$ cat src/rtl/uk101_kbd_pkg.sv
// Shared constants and types for the UK101 PS/2 keyboard front end.
package uk101_kbd_pkg;

  // Scancode-set-2 prefix and overrun bytes
  localparam logic [7:0] SC_RELEASE  = 8'hF0;
  localparam logic [7:0] SC_EXTEND   = 8'hE0;
  localparam logic [7:0] SC_PAUSE    = 8'hE1;
  localparam logic [7:0] SC_OVERRUN0 = 8'h00;
  localparam logic [7:0] SC_OVERRUN1 = 8'hFF;

  // Bytes that follow E1 in the Pause make sequence and carry no key of their own
  localparam logic [2:0] PAUSE_TAIL = 3'd7;

  typedef enum logic [1:0] {
    IDLE,
    DATA,
    PARITY,
    STOP
  } ps2_frame_state_t;

  // PS/2 uses odd parity: data plus parity bit must hold an odd number of ones
  function automatic logic odd_parity_ok(input logic [7:0] data, input logic par);
    return ^{data, par};
  endfunction

endpackage

$ cat src/rtl/ps2_line_filter.sv
// Two-flop synchroniser followed by a run-length glitch filter for one PS/2 line.
// The filtered output idles high and only moves after FILTER_LEN consecutive
// synchronised samples disagree with it.
module ps2_line_filter #(
  parameter int FILTER_LEN = 8
) (
  input  logic clk,
  input  logic n_reset,
  input  logic line_raw,
  output logic line_filt
);

  logic       sync_q1;
  logic       sync_q2;
  logic [7:0] run_cnt;

  // Bring the asynchronous line into the clk domain; idle level is high
  always_ff @(posedge clk or negedge n_reset) begin
    if (!n_reset) begin
      sync_q1 <= 1'b1;
      sync_q2 <= 1'b1;
    end else begin
      sync_q1 <= line_raw;
      sync_q2 <= sync_q1;
    end
  end

  // Count consecutive disagreeing samples; any agreeing sample restarts the run
  always_ff @(posedge clk or negedge n_reset) begin
    if (!n_reset) begin
      line_filt <= 1'b1;
      run_cnt   <= 8'd0;
    end else if (sync_q2 != line_filt) begin
      if (run_cnt == 8'(FILTER_LEN - 1)) begin
        line_filt <= sync_q2;
        run_cnt   <= 8'd0;
      end else begin
        run_cnt <= run_cnt + 8'd1;
      end
    end else begin
      run_cnt <= 8'd0;
    end
  end

endmodule

$ cat src/rtl/ps2_kbd_rx.sv
// PS/2 keyboard receiver: line conditioning, 11-bit frame deserialiser and
// scancode-set-2 prefix resolution, producing one registered event per key.
//
//   state  | meaning
//   -------+----------------------------------------------------------
//   IDLE   | waiting for a start bit (falling edge with data low)
//   DATA   | shifting in 8 data bits, LSB first
//   PARITY | capturing the odd-parity bit
//   STOP   | checking stop bit and parity, then byte-layer decode
import uk101_kbd_pkg::*;

module ps2_kbd_rx #(
  parameter int FILTER_LEN     = 8,
  parameter int TIMEOUT_CYCLES = 100000
) (
  input  logic       clk,
  input  logic       n_reset,
  input  logic       ps2Clk,
  input  logic       ps2Data,
  output logic       key_valid,
  output logic [7:0] key_code,
  output logic       key_extended,
  output logic       key_release,
  output logic       parity_err,
  output logic       frame_err
);

  localparam int                TO_W    = $clog2(TIMEOUT_CYCLES + 1);
  localparam logic [TO_W-1:0]   TO_LAST = TO_W'(TIMEOUT_CYCLES - 1);

  logic             clk_f;
  logic             data_f;
  logic             clk_f_d;
  logic             fall;

  ps2_frame_state_t state;
  logic [7:0]       shreg;
  logic [2:0]       bit_cnt;
  logic             par_bit;
  logic [TO_W-1:0]  to_cnt;
  logic             ext_pend;
  logic             rel_pend;
  logic [2:0]       skip_cnt;

  ps2_line_filter #(.FILTER_LEN(FILTER_LEN)) u_filt_clk (
    .clk       (clk),
    .n_reset   (n_reset),
    .line_raw  (ps2Clk),
    .line_filt (clk_f)
  );

  ps2_line_filter #(.FILTER_LEN(FILTER_LEN)) u_filt_data (
    .clk       (clk),
    .n_reset   (n_reset),
    .line_raw  (ps2Data),
    .line_filt (data_f)
  );

  // Delay the filtered clock one cycle so a high-to-low change can be seen
  always_ff @(posedge clk or negedge n_reset) begin
    if (!n_reset) begin
      clk_f_d <= 1'b1;
    end else begin
      clk_f_d <= clk_f;
    end
  end

  assign fall = clk_f_d & ~clk_f;

  // Frame FSM, timeout and byte layer; all outputs are registered here
  always_ff @(posedge clk or negedge n_reset) begin
    if (!n_reset) begin
      state        <= IDLE;
      shreg        <= 8'd0;
      bit_cnt      <= 3'd0;
      par_bit      <= 1'b0;
      to_cnt       <= '0;
      ext_pend     <= 1'b0;
      rel_pend     <= 1'b0;
      skip_cnt     <= 3'd0;
      key_valid    <= 1'b0;
      key_code     <= 8'd0;
      key_extended <= 1'b0;
      key_release  <= 1'b0;
      parity_err   <= 1'b0;
      frame_err    <= 1'b0;
    end else begin
      key_valid  <= 1'b0;
      parity_err <= 1'b0;
      frame_err  <= 1'b0;

      unique case (state)
        IDLE: begin
          to_cnt <= '0;
          if (fall) begin
            if (!data_f) begin
              state   <= DATA;
              bit_cnt <= 3'd0;
            end else begin
              frame_err <= 1'b1;
              ext_pend  <= 1'b0;
              rel_pend  <= 1'b0;
              skip_cnt  <= 3'd0;
            end
          end
        end

        DATA, PARITY, STOP: begin
          if (fall) begin
            to_cnt <= '0;
            if (state == DATA) begin
              shreg   <= {data_f, shreg[7:1]};
              bit_cnt <= bit_cnt + 3'd1;
              if (bit_cnt == 3'd7) begin
                state <= PARITY;
              end
            end else if (state == PARITY) begin
              par_bit <= data_f;
              state   <= STOP;
            end else begin
              state <= IDLE;
              if (!data_f) begin
                // A bad stop bit outranks a parity failure
                frame_err <= 1'b1;
                ext_pend  <= 1'b0;
                rel_pend  <= 1'b0;
                skip_cnt  <= 3'd0;
              end else if (!odd_parity_ok(shreg, par_bit)) begin
                parity_err <= 1'b1;
                ext_pend   <= 1'b0;
                rel_pend   <= 1'b0;
                skip_cnt   <= 3'd0;
              end else if (skip_cnt != 3'd0) begin
                // Pause tail bytes are swallowed whatever their value
                skip_cnt <= skip_cnt - 3'd1;
              end else if (shreg == SC_RELEASE) begin
                rel_pend <= 1'b1;
              end else if (shreg == SC_EXTEND) begin
                ext_pend <= 1'b1;
              end else if (shreg == SC_PAUSE) begin
                skip_cnt <= PAUSE_TAIL;
              end else if (shreg == SC_OVERRUN0 || shreg == SC_OVERRUN1) begin
                ext_pend <= 1'b0;
                rel_pend <= 1'b0;
              end else begin
                key_valid    <= 1'b1;
                key_code     <= shreg;
                key_extended <= ext_pend;
                key_release  <= rel_pend;
                ext_pend     <= 1'b0;
                rel_pend     <= 1'b0;
              end
            end
          end else if (to_cnt == TO_LAST) begin
            // Keyboard stopped clocking mid-frame: drop it and any pending prefix
            state     <= IDLE;
            to_cnt    <= '0;
            frame_err <= 1'b1;
            ext_pend  <= 1'b0;
            rel_pend  <= 1'b0;
            skip_cnt  <= 3'd0;
          end else begin
            to_cnt <= to_cnt + TO_W'(1);
          end
        end

        default: state <= IDLE;
      endcase
    end
  end

endmodule

$ cat config.mk
export PLATFORM = sky130hd
export DESIGN_NAME = ps2_kbd_rx
export DESIGN_NICKNAME = d
export VERILOG_FILES = /design/src/rtl/uk101_kbd_pkg.sv /design/src/rtl/ps2_line_filter.sv /design/src/rtl/ps2_kbd_rx.sv
export SDC_FILE = /design/constraint.sdc
export NUM_CORES = 1
export LEC_CHECK = 0
export BUFFER_PORTS_ARGS = -buffer_cell sky130_fd_sc_hd__buf_2
export CORE_MARGIN = 2
export CORE_UTILIZATION = 63
export CTS_BUF_LIST = sky130_fd_sc_hd__clkbuf_8
export CTS_CLUSTER_SIZE = 25
export DETAILED_ROUTE_END_ITERATION = 10
export GPL_ROUTABILITY_DRIVEN = 0
export PLACE_DENSITY_LB_ADDON = 0.08
export SYNTH_ARGS = -nofsm -noshare
export SYNTH_HDL_FRONTEND = slang
export SYNTH_SLANG_ARGS = --single-unit
$ cat constraint.sdc
create_clock -name clk -period 2.6 [get_ports clk]
set_input_delay 0.13 -clock clk [delete_from_list [all_inputs] [get_ports clk]]
set_output_delay 0.13 -clock clk [all_outputs]
set_load 0.02 [all_outputs]
==> impl_metrics.json, run 1 <==
{
  "status": "finished, violations left",
  "violations": "hold timing",
  "fillCellCount": 395,
  "drive_above_1_share_pct": 21.5,
  "final_common_cell": "dfrtp_1",
  "skew_ps": 6.89,
  "cts_max_level": 3,
  "p_per_area_nw_per_um2": 740,
  "final_antenna_net_count": 0,
  "cts_inserted_buffers": 9,
  "design.die.area_um2": 6120,
  "cts.sinks": 72,
  "synth_cell_type_count": 49,
  "cts_root_buf": "clkbuf_8",
  "worstMarginPinSlew_ps": 862,
  "p_switching_w": 0.000897,
  "final_core_util_pct": 70.9,
  "floorplan.core_area_um2": 5410,
  "vias": 2258,
  "clock.fmax_mhz": 450,
  "finalSetupViolCount": 0,
  "area.growth.synth_to_final_pct": 10.4,
  "cts_tree": "built",
  "hold_viol": 18,
  "slew_viol_final": 0,
  "via_per_inst": 5.48,
  "worstPathArrival_ps": 2430,
  "ios": 17,
  "synth-xor-area-share_pct": 9.29,
  "holdWs_ps": -23.2,
  "seqPwrFrac_pct": 48.1,
  "synth_compound_area_share_pct": 5.84,
  "drtIter0Drc": 95,
  "synthCells": 311,
  "power_frac_comb_pct": 23.9,
  "maxCapViolCount": 0,
  "wl_per_cell_um": 13.4,
  "critPathKind": "reg2reg",
  "finalSetupTns_ps": 0,
  "firstDrtPassIters": 4,
  "muxShareOfSynthArea_pct": 7.38,
  "end_kind": "flop",
  "finalCritPeriodShare_pct": 85.4,
  "crit_path_max_fanout": 9,
  "r2r_slack_ps": 380,
  "clk_pin_slew_ps": 70,
  "grt_start_max_net_pins": 73,
  "p_clk_share_pct": 28.0,
  "die_y_um": 78.3,
  "yosys.area_share.simple_pct": 19.2,
  "clk_latency_ps": 330,
  "syn_nets": 327,
  "p_leak_nw": 1.79,
  "total_power_w": 0.00284,
  "startpoint_type": "flop",
  "grt_use_total_pct": 20.2,
  "antenna_found_initial": 0,
  "worstPathRequired_ps": 2810,
  "die_w_um": 78.3,
  "dpl_cell_area_um2": 3630,
  "place_hpwl_mm": 3.75,
  "cts_resized": 0,
  "synth_area_um2": 3470,
  "grt_pass1_vias": 2220,
  "portBuffers": 16,
  "drt_wl_total_mm": 5.54,
  "fin_area_um2": 3830,
  "rsz0062_at_grt": "false",
  "switching_share_pct": 31.6,
  "fp-row-count": 27,
  "ys_seq_area_share_pct": 52.1,
  "ys_warn_count": 0,
  "final_net_count": 351,
  "synth_fa_ha_area_share_pct": 4.32,
  "antenna_cells_inserted": 0,
  "final_cell_mix": "dfrtp_1 (65), nor2_1 (40), mux2_2 (21), xor2_1 (18)",
  "gr-total-overflow": 0,
  "worstHoldPathType": "in2async",
  "drc": 0,
  "synth-seq-cells": 72,
  "grt_pass1_wl_mm": 9.65,
  "p_int_w": 0.00194,
  "vdd_ir_drop_max_v": 0.000485,
  "synth.avg_cell_area_um2": 11.2,
  "cts.path.max_buffers": 2,
  "initial_core_util_pct": 64.3,
  "worst_slew_margin_rel_pct": 42.5,
  "synth_top_family_by_area": "simple AND/OR/NAND/NOR gates",
  "fin_crit_ps": 2220
}
through the flow:
stage	setup WS (ps)	std cells	hold slack (ps)
floorplan	545	311	-166
global placement	484	394	235
detailed placement	433	394	236
CTS	408	412	20.1
global route	215	412	78.6
finish	379	412	-23.2
power by group through the flow:
stage,clock network (W),registers [W],logic [W]
floorplan,0,0.00135,0.000558
global placement,0,0.00138,0.000662
detailed placement,0,0.00139,0.000675
CTS,0.000821,0.00137,0.000682
global route,0.000871,0.00138,0.000763
finish,0.000794,0.00137,0.000678
cells by family (layout without fill, tap and decap cells):
logic type               Yosys count  count (layout)
adder cells (fa/ha/maj)           12              12
AND/OR/NAND/NOR                  124             124
multiplexers                      23              23
AO/OA/AOI/OAI                     31              31
buffers and inverters             16              45
XOR/XNOR                          33              33
flip-flops                        72              72
worst max-delay path, stage by stage (launching register included):
cell	delay, ps
dfrtp_1	370
inv_1	100
ha_1	280
nor3b_1	310
buf_4	180
and2_1	350
nor2b_1	270
nor3_2	90
mux2i_1	140
per-layer routing:
layer | wire, µm | global-route usage, %
met2 | 2630 | 30.9
met1 | 2680 | 27.6
met4 | 74 | 6.84
met3 | 149 | 6.55
met5 | 0 | 0
repair_timing:
| item | in CTS | in global routing |
|---|---|---|
| buffers inserted | 0 | 0 |
| hold endpoints to repair | 2 | 0 |
| hold buffers | 2 | 0 |
area by class of cell:
cell class	count	area, µm²	area share (%)
Tap cell	72	90.1	2.35
Clock buffer	12	165	4.31
Inverter	9	33.8	0.881
Clock inverter	4	20.0	0.522
Sequential cell	72	1810	47.2
Timing Repair Buffer	20	115	3.00
Multi-Input combinational cell	223	1600	41.7
synth_stat cells (all sizes together):
cell,n,area share [%]
o221a,1,0.32
nor3b,1,0.22
o22ai,2,0.36
xnor2,14,4.1
clkbuf,6,0.68
nand4,7,1.3
o21a,2,0.43
xnor3,1,0.68
nand4b,2,0.50
or3,7,1.3
or4b,2,0.68
and2,3,0.54
mux2i,2,0.58
ha,12,4.3
nand3,16,2.7
a21oi,7,1.0
nand4bb,1,0.32
dfrtp,65,47
nand3b,1,0.22
buf,1,0.14
dfstp,7,5.3
mux2,21,6.8
a2bb2oi,1,0.25
nor2,40,4.3
or2,4,0.72
o22a,1,0.25
a211oi,2,0.43
nor2b,3,0.54
o21ai,8,1.3
a311oi,2,0.50
nand2,16,1.7
nand2b,3,0.54
nor3,7,1.2
and3,5,0.94
a31oi,2,0.36
inv,9,0.97
or4,3,0.65
xor2,18,4.5
nor4,3,0.97
a22oi,3,0.65
worst paths after layout:
| check | start | end | cells after the start |
|---|---|---|---|
| max | state[1] | state[0] | 8 |
| min reg2reg | u_filt_clk.sync_q1 | u_filt_clk.sync_q2 | 0 |
| min | n_reset | u_filt_data.run_cnt[0] | 2 |
| min in group clk | u_filt_clk.sync_q1 | u_filt_clk.sync_q2 | 0 |
| max in group asynchronous | n_reset | u_filt_clk.run_cnt[5] | 2 |
| max reg2reg | state[1] | state[0] | 8 |
flip-flops by register name, summed over array words and instances (netlist names), 2 cells and up:
signal / cells
bit_cnt: 3
to_cnt: 17
skip_cnt: 3
u_filt_data.run_cnt: 8
shreg: 8
u_filt_clk.run_cnt: 8
key_code: 8
state: 2
Power figures use the tool's default switching activity.
==> inputs of run 2 (changes only) <==
- CTS_CLUSTER_SIZE: 25 -> default
- SYNTH_HIERARCHICAL: default -> 1
==> run 2 against run 1 <==
Effect of this change:
- the flow now finishes without violations
- critical path depth down 2
- cell count increased by 5.6%
- via count grew 14%
- clock skew up 0.81 ps
- first-iteration DRC count rose by 58%
- critical endpoint is now key_code[5]
- largest cell class unchanged
==> impl_metrics.json, run 2 <==
{
  "synth_edf_count": 0,
  "ios": 17,
  "crit_path_max_fanout": 10,
  "synth_most_common_cell": "dfrtp_1",
  "finalSetupViolCount": 0,
  "yosys-top-cells-count": "dfrtp_1 (65), nor2_1 (25), nand2_1 (22), o21ai_0 (22), mux2_2 (19)",
  "cts_tree": "built",
  "cts.path.max_buffers": 2,
  "fin_crit_ps": 2450,
  "syn_nets": 345,
  "worstMarginPinSlew_ps": 891,
  "gr-total-overflow": 0,
  "drc": 0,
  "grt_start_max_net_pins": 44,
  "ys_warn_count": 6,
  "grt_pass1_vias": 2488,
  "place_hpwl_mm": 4.53,
  "final_net_count": 376,
  "die_w_um": 79.9,
  "clock.fmax_mhz": 409,
  "antenna_found_initial": 0,
  "synth-seq-cells": 72,
  "initial_core_util_pct": 65.5,
  "cts_inserted_buffers": 9,
  "largest_reg_flops": 17,
  "vias": 2567,
  "drt_wl_total_mm": 6.53,
  "skew_ps": 7.71,
  "slew_viol_final": 0,
  "p_leak_nw": 1.85,
  "ys_seq_area_share_pct": 49.9,
  "fp-row-count": 27,
  "end_kind": "flop",
  "area.growth.synth_to_final_pct": 12.1,
  "postCtsSetupBuffers": 0,
  "drtIter0Drc": 150,
  "status": "completed",
  "antenna_cells_inserted": 0,
  "p_per_area_nw_per_um2": 742,
  "cts.sinks": 72,
  "via_per_inst": 5.90,
  "wl_per_cell_um": 15.0,
  "floorplan.core_area_um2": 5540,
  "grt_use_total_pct": 23.0,
  "startpoint_type": "flop",
  "drive_above_1_share_pct": 21.2,
  "synth_top_area_share_pct": 44.8,
  "finalSetupTns_ps": 0,
  "hold_viol": 0,
  "synth_cell_type_count": 52,
  "final_common_cell": "dfrtp_1",
  "die_y_um": 79.9,
  "vdd_ir_drop_max_v": 0.000493,
  "cts_max_level": 3,
  "worstPathArrival_ps": 2670,
  "netlist_top_cells_area": "dfrtp_1 (45%), mux2_2 (5.9%), dfstp_2 (5.1%), ha_1 (4.8%), o21ai_0 (3.0%)",
  "clk_pin_slew_ps": 70,
  "synth_area_um2": 3630,
  "postSynth.asyncResetShare_pct": 100,
  "critPathKind": "reg2reg",
  "grt_pass1_wl_mm": 11.3,
  "worstHoldPathType": "in2async",
  "worstPathRequired_ps": 2830,
  "finalCritPeriodShare_pct": 94.1,
  "synth.largest_area_cell": "dfrtp_1",
  "design.die.area_um2": 6390,
  "synthCells": 327,
  "cts_root_buf": "clkbuf_8",
  "worst_slew_margin_rel_pct": 40.1,
  "final_core_util_pct": 73.5,
  "synth.avg_cell_area_um2": 11.1,
  "largest-register": "to_cnt",
  "portBuffers": 16,
  "maxCapViolCount": 0,
  "synth-main-ff-cell": "dfrtp_1",
  "final_antenna_net_count": 0,
  "firstDrtPassIters": 4,
  "clk_latency_ps": 350,
  "rsz0062_at_grt": "false",
  "final_cell_mix": "dfrtp_1 (65), nor2_1 (25), nand2_1 (22), o21ai_0 (22), mux2_2 (19)"
}
run 2: worst paths after layout:
path                                 endpoint  slack [ps]  depth (start not counted)          startpoint
hold reg to reg            u_filt_clk/sync_q2         360                          0  u_filt_clk/sync_q1
min in group clk           u_filt_clk/sync_q2         360                          0  u_filt_clk/sync_q1
hold / removal                    key_code[4]         350                          2             n_reset
max in group asynchronous             clk_f_d        1530                          3             n_reset
setup reg to reg                  key_code[5]         150                          6            shreg[2]
setup / recovery                  key_code[5]         150                          6            shreg[2]
run 2: kinds of logic after synthesis:
family | count (synthesis) | synth area share [%]
AOI/OAI and AO/OA | 63 | 11.0
adders and majority gates | 14 | 4.82
buffers and inverters | 16 | 1.69
DFF | 72 | 49.9
xor gates and xnor gates | 25 | 6.82
muxes | 24 | 7.48
and+or+nand+nor | 113 | 18.3
run 2: cell type report:
class	instances	area, µm²
clock inverter	4	18.8
tap	72	90.1
clock buffer	12	165
timing repair buffer	26	175
inverter	10	37.5
sequential	72	1810
fill	392	1470
multi-input combinational	239	1770
run 2: metrics by stage:
| step | std cells | hold slack [ps] | total power (W) | instance area [µm²] | worst slack, ps |
|---|---|---|---|---|---|
| 3_3_place_gp | 416 | 201 | 0.00218 | 3840 | 222 |
| 3_5_place_dp | 416 | 203 | 0.00221 | 3840 | 130 |
| 4_1_cts | 435 | 355 | 0.00304 | 4060 | 120 |
| 6_report | 435 | 352 | 0.00302 | 4070 | 154 |
| 5_1_grt | 435 | 362 | 0.00322 | 4070 | 36.8 |
| 2_1_floorplan | 327 | -166 | 0.00200 | 3630 | 163 |
run 2: power by group:
group / internal, W / switching [W] / leakage (nW)
combinational: 0.000319 / 0.000465 / 0.788
clock: 0.000416 / 0.000392 / 0.103
sequential: 0.00127 / 0.000158 / 0.964
total: 0.00201 / 0.00102 / 1.85
run 2: routing by layer:
metal | vias up | GRT usage, % | wire length (µm) | part of all wire (%)
li1 | 1248 | - | - | -
met1 | 1264 | 30.0 | 3020 | 46
met2 | 41 | 37.3 | 3200 | 49
met3 | 14 | 3.96 | 176 | 2.7
met4 | 0 | 10.8 | 136 | 2.1
met5 | - | 0 | 0 | 0
run 2: what timing repair did:
item                       4_1_cts  5_1_grt
setup endpoints to repair        0       10
gates resized for setup          0        2
hold endpoints to repair        28        0
hold buffers                     3        0
run 2: worst max-delay path: stages (launching register included):
cell     delay (ps)
dfrtp_1         440
xor2_1          200
xnor3_1         500
mux2_4          380
nor4_4          210
buf_4           230
mux2_2          360
